### src/rtl/trap_controller.sv
// trap_controller: user-mode trap/return sequencer driving CSR writes and PC redirect (vectored mode under TRAP_VECTORED_EN)
module trap_controller #(
  parameter int TRAP_COUNT_W = 16
) (
  input  logic                    iCLK,
  input  logic                    iRST,
  input  logic                    iExcReq,
  input  logic [3:0]              iExcCode,
  input  logic [31:0]             iExcPC,
  input  logic [31:0]             iExcTval,
  input  logic [2:0]              iIrqPending,
  input  logic                    iInstrValid,
  input  logic [31:0]             iRetirePC,
  input  logic                    iUret,
  input  logic [31:0]             iUSTATUS,
  input  logic [31:0]             iUTVEC,
  input  logic [31:0]             iUEPC,
  input  logic [31:0]             iUIE,
  output logic                    oRegWriteSimu,
  output logic [31:0]             oWriteDataUEPC,
  output logic [31:0]             oWriteDataUCAUSE,
  output logic [31:0]             oWriteDataUTVAL,
  output logic                    oCsrWe,
  output logic [11:0]             oCsrAddr,
  output logic [31:0]             oCsrData,
  output logic                    oPCRedirect,
  output logic [31:0]             oPCTarget,
  output logic                    oFlush,
  output logic                    oBusy,
  output logic [TRAP_COUNT_W-1:0] oTrapCount
);
  typedef enum logic [2:0] {IDLE, SAVE, STAT, REDIR, RSTAT, RREDIR} state_t;
  state_t state;
  logic [31:0] epc_q, cause_q, tval_q, base, trap_target;
  logic [2:0] irq_en;
  logic [3:0] irq_code;
  logic idle, exc_acc, irq_acc, ret_acc;
  logic unused_bits;
  assign unused_bits = ^{iUIE[31:9], iUIE[7:5], iUIE[3:1], iUTVEC[1:0], iUEPC[1:0]};
  // accept arbitration: exception > enabled interrupt at an instruction boundary > uret
  always_comb begin
    idle = state == IDLE;
    irq_en = iIrqPending & {iUIE[8], iUIE[4], iUIE[0]};
    exc_acc = idle & iExcReq;
    irq_acc = idle & ~iExcReq & iInstrValid & iUSTATUS[0] & (|irq_en);
    ret_acc = idle & ~iExcReq & ~irq_acc & iUret;
    irq_code = irq_en[2] ? 4'd8 : irq_en[0] ? 4'd0 : 4'd4;
    base = {iUTVEC[31:2], 2'b00};
`ifdef TRAP_VECTORED_EN
    trap_target = (cause_q[31] && iUTVEC[1:0] == 2'b01) ? base + {26'b0, cause_q[3:0], 2'b00} : base;
`else
    trap_target = base;
`endif
  end
  assign oBusy = ~idle | exc_acc | irq_acc | ret_acc;
  assign oRegWriteSimu = state == SAVE;
  assign oWriteDataUEPC = epc_q;
  assign oWriteDataUCAUSE = cause_q;
  assign oWriteDataUTVAL = tval_q;
  assign oCsrWe = (state == STAT) | (state == RSTAT);
  assign oCsrAddr = 12'h000;
  assign oCsrData = state == STAT  ? {iUSTATUS[31:5], iUSTATUS[0], iUSTATUS[3:1], 1'b0} :
                    state == RSTAT ? {iUSTATUS[31:5], 1'b1, iUSTATUS[3:1], iUSTATUS[4]} : 32'h0;
  assign oPCRedirect = (state == REDIR) | (state == RREDIR);
  assign oFlush = oPCRedirect;
  assign oPCTarget = state == REDIR  ? trap_target :
                     state == RREDIR ? {iUEPC[31:2], 2'b00} : 32'h0;
  // sequence state, latched trap record and saturating taken-trap counter
  always_ff @(posedge iCLK or posedge iRST) begin
    if (iRST) begin
      state <= IDLE;
      epc_q <= '0;
      cause_q <= '0;
      tval_q <= '0;
      oTrapCount <= '0;
    end else begin
      case (state)
        IDLE: begin
          if (exc_acc) begin
            state <= SAVE;
            epc_q <= iExcPC;
            cause_q <= {28'b0, iExcCode};
            tval_q <= iExcTval;
          end else if (irq_acc) begin
            state <= SAVE;
            epc_q <= iRetirePC;
            cause_q <= {1'b1, 27'b0, irq_code};
            tval_q <= '0;
          end else if (ret_acc) begin
            state <= RSTAT;
          end
        end
        SAVE: state <= STAT;
        STAT: state <= REDIR;
        REDIR: begin
          state <= IDLE;
          oTrapCount <= oTrapCount + {{(TRAP_COUNT_W-1){1'b0}}, ~&oTrapCount};
        end
        RSTAT: state <= RREDIR;
        default: state <= IDLE;
      endcase
    end
  end
endmodule

### config.mk
export PLATFORM = sky130hd
export DESIGN_NAME = trap_controller
export DESIGN_NICKNAME = d
export VERILOG_FILES = /design/src/rtl/trap_controller.sv
export SDC_FILE = /design/constraint.sdc
export NUM_CORES = 1
export LEC_CHECK = 0
export ABC_AREA = 1
export BUFFER_PORTS_ARGS = -buffer_cell sky130_fd_sc_hd__buf_4
export CORE_AREA = 3 3 166 168
export DETAILED_ROUTE_END_ITERATION = 16
export DIE_AREA = 0 0 169 171
export GPL_TIMING_DRIVEN = 0
export MAX_ROUTING_LAYER = met4
export SLEW_MARGIN = 0
export SYNTH_ARGS = -nofsm -noshare
export SYNTH_HDL_FRONTEND = slang
export SYNTH_SLANG_ARGS = --single-unit
### constraint.sdc
create_clock -name iCLK -period 4.6 [get_ports iCLK]
set_clock_uncertainty 0.1 [all_clocks]
set_input_delay 0.46 -clock iCLK [delete_from_list [all_inputs] [get_ports iCLK]]
set_output_delay 0.46 -clock iCLK [all_outputs]
set_load 0.01 [all_outputs]
==> run summary, run 1 <==
status = complete, no violations
worst-margin pin slew = 504 ps
ANT cells = 0
area share of the largest cell type after synthesis = 42.2%
post-synth cell types = 24
Nets = 1398
wire per inst = 14.1 um
ys async rst share = 100%
Leak = 5.15 nW
Setup-failing EPs final = 0
DRC viols = 0
worst path arrival time = 1980 ps
Mapped Area = 5220 um^2
flop-to-flop setup slack = 2560 ps
synthesized netlist cell count = 753
post-synthesis mux area share = 0%
hold slack = 46.8 ps
pin count of the biggest net entering global routing = 55
clock share of power = 19.1%
Skew-Pair Late Insertion Delay = 340 ps
total grt overflow = 0
CTS tree = built
Post-CTS Setup Repair Bufs = 0
Hold Vio Cnt, Final = 0
share of post-route cells with drive strength above 1 = 38.9%
routed vias/inst = 3.97
most numerous cell in the Yosys netlist = nand2_1
Synth Warn # = 0
Internal = 2.68 mW
post-layout min period = 2540 ps
GPL Wtd Cong = 0.802
Syn Area/Cell = 6.93 um^2
Final Max Tran Viols = 0
initial antenna violation count = 0
drt pass-1 iters = 6
CP Capture Type = output pin
register share of total power = 28.8%
Core ar. = 26100 um^2
Post-synth top cells = nand2_1, dfrtp_1, nand3_1
post-synthesis adder-cell area fraction = 0.720%
drt total wl = 21100 um
post-synthesis sequential area ratio = 42.2%
maxcap violations = 0
Slew headroom = 66.4%
via count = 5956
GRT Total Usage = 14.0%
Critical Path Fanout Max = 10
die area = 28900 um^2
die width = 169 um
H-tree lvl count = 3
HPWL Detailed = 17200 um
Root Buffer = clkbuf_16
Clock Path Buffers = 2
Yosys reg bits = 88
initial core utilization = 20.0%
Req. time, crit path = 4040 ps
final worst slack = 2060 ps
switching share of power = 39.5%
Compound-Gate Fraction of Synth Area = 3.50%
Primary FF master, synth = dfrtp_1
Fmax achieved = 0.394 GHz
part of the power in combinational logic = 52.1%
Site Rows = 59
CTS Buf Count = 9
power per cell area = 503 nW/um^2
Clk pin slew, worst setup/hold paths = 70 ps
setup_tns = 0 ps
reg2reg path depth = 9
critical path type = flop to output pin
top post-synthesis cells by area = dfrtp_1, nand2_1, nand3_1, buf_4, inv_1
Die Ht = 171 um
global-route wire length before repair = 31100 um
Post-CTS Hold Buffers = 0
main combinational cell family by area after synthesis = simple AND/OR/NAND/NOR gates
NetSw = 1.75 mW
Peak VDD IR = 0.182 mV
P&R area growth vs syn = 68.9%
EDFF count, synth = 0
Post-DRT Antenna Nets = 0
vias in the first global route = 5692
IO Pins = 429
initial DRC count = 210
I/O Buffers = 354
# fillers = 2820
worst min-delay path category = input port to asynchronous set/reset pin
Yosys top cell by area = dfrtp_1
Synth Area in Simple Gates = 35.9%
period utilization = 55.1%
post-CTS resize count = 0
Clock Sink Count = 88
RSZ-0062 raised after global routing = no
Post-Synth XOR/XNOR Area = 1.68%
dpl ws = 2230 ps
Startpoint Class = flop
## area by class of cell
type | instances | area (um^2) | area share [%]
Inverter | 80 | 303 | 3.44
Timing Repair Buffer | 355 | 2690 | 30.5
Tap cell | 335 | 419 | 4.76
Buffer | 80 | 528 | 5.99
Clock inverter | 5 | 104 | 1.18
Multi-Input combinational cell | 545 | 2330 | 26.5
Clock buffer | 11 | 233 | 2.64
Sequential cell | 88 | 2200 | 25.0
## metal layers
metal | wire length, um | vias to the layer above | GRT usage [%]
met3 | 1730 | 15 | 3.37
met4 | 317 | 0 | 3.95
li1 | - | 3024 | -
met5 | 0 | - | -
met2 | 10400 | 252 | 24.1
met1 | 8650 | 2665 | 16.5
## worst paths after layout
path                                                   end                      startpoint
max reg2reg                     oTrapCount[10]$_DFFE_PP0P_       oTrapCount[3]$_DFFE_PP0P_
min reg2reg                 oWriteDataUTVAL[9]$_DFFE_PP0P_  oWriteDataUTVAL[9]$_DFFE_PP0P_
max                                          oPCTarget[11]            state[0]$_DFFE_PP0P_
min in group iCLK          oWriteDataUTVAL[30]$_DFFE_PP0P_                    iExcTval[30]
min                             oTrapCount[11]$_DFFE_PP0P_                            iRST
max in group asynchronous  oWriteDataUTVAL[28]$_DFFE_PP0P_                            iRST
## critical path: stages, from the launching register on
cell,delay (ps)
dfrtp_1,450
nand2_1,120
nor2_4,230
clkbuf_1,410
nand2_1,80
o21ai_0,150
buf_4,190
## cells in the final DEF (no fill, tap or decap), drive strengths merged
| cell | count |
|---|---|
| xor2 | 6 |
| ha | 3 |
| conb | 41 |
| o21bai | 1 |
| nor3 | 5 |
| dfrtp | 88 |
| nand4 | 4 |
| nand3 | 81 |
| o21ai | 35 |
| nor2 | 49 |
| nand3b | 2 |
| clkinv | 1 |
| buf | 428 |
| clkbuf | 18 |
| inv | 81 |
| xnor2 | 4 |
| bufinv | 3 |
| nand2 | 314 |
## state kept, by name, indices dropped and copies added (netlist names)
| signal | flops |
|---|---|
| oTrapCount | 16 |
| oWriteDataUCAUSE | 5 |
| oWriteDataUEPC | 32 |
| oWriteDataUTVAL | 32 |
| state | 3 |
## kinds of logic after synthesis
kind of cell | count (synthesis)
DFF | 88
other | 1
AOI/OAI and AO/OA | 36
buffers and inverters | 160
xor gates and xnor gates | 10
and+or+nand+nor | 455
adders and majority gates | 3
## power groups by stage
stage / Clock [mW] / Sequential, mW / Combinational (mW)
after global placement: 0 / 1.28 / 2.32
after CTS: 0.876 / 1.28 / 2.35
final: 0.846 / 1.28 / 2.31
after floorplan: 0 / 1.40 / 0.994
after detailed placement: 0 / 1.29 / 2.35
after global routing: 0.911 / 1.32 / 2.55
## metrics by stage
stage | power [mW] | utilization, % | instance area (um^2) | std cells
floorplan | 2.39 | - | 5370 | 793
detailed placement | 3.64 | 32.5 | 8470 | 1483
finish | 4.43 | 33.8 | 8810 | 1499
global placement | 3.61 | 32.4 | 8440 | 1482
CTS | 4.51 | 33.8 | 8810 | 1499
global route | 4.78 | 33.8 | 8810 | 1499
(Power assumes the default switching activity.)
==> run 2, diff against run 1 <==
--- a/config.mk
+++ b/config.mk
@@ -5,11 +5,11 @@
 export SDC_FILE = /design/constraint.sdc
 export NUM_CORES = 1
 export LEC_CHECK = 0
-export ABC_AREA = 1
+export ABC_AREA = 0
 export BUFFER_PORTS_ARGS = -buffer_cell sky130_fd_sc_hd__buf_4
-export CORE_AREA = 3 3 166 168
+export CORE_AREA = 3 3 164 166
 export DETAILED_ROUTE_END_ITERATION = 16
-export DIE_AREA = 0 0 169 171
+export DIE_AREA = 0 0 167 169
 export GPL_TIMING_DRIVEN = 0
 export MAX_ROUTING_LAYER = met4
 export SLEW_MARGIN = 0
==> constraint.sdc (replaced) <==
create_clock -name iCLK -period 2.1 [get_ports iCLK]
set_clock_uncertainty 0.1 [all_clocks]
set_input_delay 0.21 -clock iCLK [delete_from_list [all_inputs] [get_ports iCLK]]
set_output_delay 0.21 -clock iCLK [all_outputs]
set_load 0.01 [all_outputs]
==> run summary, run 2 <==
status = complete, no violations (unchanged)
register share of total power = 26.8% (was 28.8%)
Post-DRT Antenna Nets = 0 (unchanged)
part of the power in combinational logic = 58.0% (was 52.1%)
NetSw = 4.10 mW (was 1.75 mW)
share of post-route cells with drive strength above 1 = 49.2% (was 38.9%)
max incr delay on CP = 380 ps (was 450 ps)
Nets = 1263 (was 1398)
synthesized netlist cell count = 551 (was 753)
drt pass-1 iters = 4 (was 6)
Clk pin slew, worst setup/hold paths = 70 ps (about the same)
Slew headroom = 64.5% (was 66.4%)
initial antenna violation count = 0 (unchanged)
Yosys reg bits = 88 (unchanged)
critical path type = flop to output pin (unchanged)
DRC viols = 0 (unchanged)
total grt overflow = 0 (unchanged)
Post-Layout Cell Count = 1364 (was 1499)
Post-synth top cells = nand2_1, dfrtp_1, a21oi_1 (was nand2_1, dfrtp_1, nand3_1)
global-route wire length before repair = 33700 um (was 31100 um)
final worst slack = 61.6 ps (was 2060 ps)
Primary FF master, synth = dfrtp_1 (unchanged)
switching share of power = 39.1% (was 39.5%)
pin count of the biggest net entering global routing = 39 (was 55)
dpl ws = -163 ps (was 2230 ps)
Syn Area/Cell = 8.68 um^2 (was 6.93 um^2)
Skew-Pair Late Insertion Delay = 340 ps (about the same)
setup_tns = 0 ps (unchanged)
Internal = 6.38 mW (was 2.68 mW)
Fmax achieved = 0.491 GHz
GPL Wtd Cong = 0.841 (was 0.802)
CP Capture Type = output pin (unchanged)
Leak = 4.90 nW (was 5.15 nW)
area share of the largest cell type after synthesis = 46.0% (was 42.2%)
GRT Total Usage = 15.9% (was 14.0%)
Core ar. = 25800 um^2 (was 26100 um^2)
Hold Vio Cnt, Final = 0 (unchanged)
initial DRC count = 311 (was 210)
crit-path leading delay family = buffers and inverters (unchanged)
post-synthesis sequential area ratio = 46.0% (was 42.2%)
commonest non-fill, non-tap cell in the layout = buf_4 (unchanged)
ys async rst share = 100% (unchanged)
worst-margin pin slew = 532 ps (was 504 ps)
GR Util met1 = 16.3% (was 16.5%)
CTS tree = built (unchanged)
EDFF count, synth = 0 (unchanged)
cell mode on critical path = buf_6 (was nand2_1)
CTS Buf Count = 9 (unchanged)
clock share of power = 15.3% (was 19.1%)
Startpoint Class = flop (unchanged)
Peak VDD IR = 0.443 mV (was 0.182 mV)
P&R area growth vs syn = 93.5% (was 68.9%)
Setup-failing EPs final = 0 (unchanged)
Placed Cells = 1282 (was 1483)
I/O Buffers = 354 (unchanged)
Yosys top cell by area = dfrtp_1 (unchanged)
Clock Sink Count = 88 (unchanged)
vias in the first global route = 5730 (was 5692)
area post-placement = 8050 um^2 (was 8470 um^2)
Root Buffer = clkbuf_16 (unchanged)
H-tree lvl count = 3 (unchanged)
CP bufs+invs = 4 (was 2)
Critical Path Fanout Max = 8 (was 10)
Site Rows = 59 (unchanged)
most numerous cell in the Yosys netlist = nand2_1 (unchanged)
overall power = 10.5 mW (was 4.43 mW)
Slowest-stage cell, CP = dfrtp_1 (unchanged)
wire per inst = 16.7 um (was 14.1 um)
Final Max Tran Viols = 0 (unchanged)
HPWL Detailed = 18500 um (was 17200 um)
most frequent cells in the layout = buf_4, nand2_1, dfrtp_1, a21oi_1, conb_1 (was buf_4, nand2_1, dfrtp_1, nand3_1, inv_1)
Crit. Startpoint = state[2]$_DFFE_PP0P_ (was state[0]$_DFFE_PP0P_)
Clock Path Buffers = 2 (unchanged)
drt total wl = 22800 um (was 21100 um)
ANT cells = 0 (unchanged)
post-synth cell types = 37 (was 24)
# fillers = 2646 (was 2820)
IO Pins = 429 (unchanged)
worst-path cell chain = buf_6 > and3b_1 > buf_6 > clkbuf_16 > a22o_4 > buf_6 (was nand2_1 > nor2_4 > clkbuf_1 > nand2_1 > o21ai_0 > buf_4)
initial core utilization = 18.6% (was 20.0%)
period utilization = 97.1%
RSZ-0062 raised after global routing = yes (was no)
top post-synthesis cells by area = dfrtp_1, nand2_1, buf_4, a22o_1, a21oi_1 (was dfrtp_1, nand2_1, nand3_1, buf_4, inv_1)
Synth Warn # = 0 (unchanged)
Top Usage Layer GRT = met2 (unchanged)
via count = 5597 (was 5956)
power per cell area = 1130 nW/um^2 (was 503 nW/um^2)
final instance area = 9260 um^2 (was 8810 um^2)
r2r startpoint = state[0]$_DFFE_PP0P_ (was oTrapCount[3]$_DFFE_PP0P_)
worst min-delay path category = input port to flop (was input port to asynchronous set/reset pin)
die width = 167 um (was 169 um)
Die Ht = 169 um (was 171 um)
routed vias/inst = 4.10 (was 3.97)
Req. time, crit path = 1790 ps (was 4040 ps)
worst path arrival time = 1730 ps (was 1980 ps)
met2 Use GR = 30.2% (was 24.1%)
Mapped Area = 4780 um^2 (was 5220 um^2)
die area = 28200 um^2 (was 28900 um^2)
GR Layer Usage met3 = 2.99% (was 3.37%)
maxcap violations = 0 (unchanged)
post-layout min period = 2040 ps
Hold Path Origin = iExcPC[2]
## run 2: changes by cell type after synthesis, moves of 11 or more
cell	before	now
a21oi_1	0	50
nand2_1	313	125
clkbuf_1	7	18
inv_1	78	5
nand3_1	79	41
a22o_1	0	30
o21ai_0	35	1
and2_1	0	31
buf_2	23	11
## run 2: area by class of cell
type | instances | area (um^2) | share of cell area, %
clock inverter | 7 | 71.3 | 0.771
multi-input combinational | 418 | 2290 | 24.7
inverter | 5 | 22.5 | 0.243
buffer | 80 | 633 | 6.84
timing repair buffer | 422 | 3390 | 36.6
sequential | 88 | 2200 | 23.8
clock buffer | 9 | 225 | 2.43
tap | 335 | 419 | 4.53
## run 2: power by group through the flow
stage	Clock [mW]	Sequential [mW]	Combinational, mW
after global routing	1.75	2.89	6.59
final	1.60	2.81	6.08
after global placement	0	2.80	5.24
after floorplan	0	3.11	2.16
after CTS	1.67	2.80	5.99
after detailed placement	0	2.83	5.30
## run 2: path summary, 6_finish.rpt
| path | endpoint | slack, ps | cells past startpoint |
|---|---|---|---|
| max in group asynchronous | oWriteDataUTVAL[14]$_DFFE_PP0P_ | 1050 | 4 |
| min reg2reg | oWriteDataUCAUSE[31]$_DFFE_PP0P_ | 380 | 2 |
| max | oPCTarget[5] | 60 | 6 |
| min | oWriteDataUEPC[2]$_DFFE_PP0P_ | 20 | 3 |
| max reg2reg | oWriteDataUEPC[20]$_DFFE_PP0P_ | 120 | 7 |
| min in group asynchronous | oWriteDataUEPC[18]$_DFFE_PP0P_ | 310 | 3 |
## run 2: cells by family (layout without fill, tap and decap cells)
| group | count (synthesis) | in the layout | share of synthesized area (%) |
|---|---|---|---|
| AOI/OAI and AO/OA | 94 | 94 | 12.7 |
| and+or+nand+nor | 265 | 265 | 26.4 |
| xor gates and xnor gates | 15 | 15 | 2.75 |
| buffers and inverters | 85 | 523 | 11.3 |
| DFF | 88 | 88 | 46.0 |
| adders and majority gates | 3 | 3 | 0.785 |
| other | 1 | 41 | 0.0784 |
## run 2: repair_timing
| action | CTS | global route |
|---|---|---|
| hold buffers | 37 | 0 |
| setup endpoints to repair | 135 | 97 |
| hold endpoints to repair | 49 | 0 |
| gates resized for setup | 62 | 35 |
| pin swaps | 9 | 20 |
| gates cloned | 3 | 1 |
| buffers inserted | 19 | 6 |
## run 2: per-layer routing
layer  part of all wire (%)  wire length (um)
met1                     35              8040
met2                     55             12600
met3                    6.5              1470
met4                    2.9               654
met5                      0                 0
## run 2: through the flow
stage | utilization [%] | hold WS (ps)
2_1_floorplan | - | 215
3_3_place_gp | 31.1 | 301
3_5_place_dp | 31.3 | 128
4_1_cts | 35.4 | 1.79
5_1_grt | 35.9 | 5.59
6_report | 35.9 | 19.7
## run 2: worst register-to-register path: cells and delay by family (launching register included)
kind | cells | cell delay [ps]
DFF | 1 | 380
AOI/OAI and AO/OA | 1 | 70
buffers and inverters | 3 | 610
and+or+nand+nor | 3 | 700
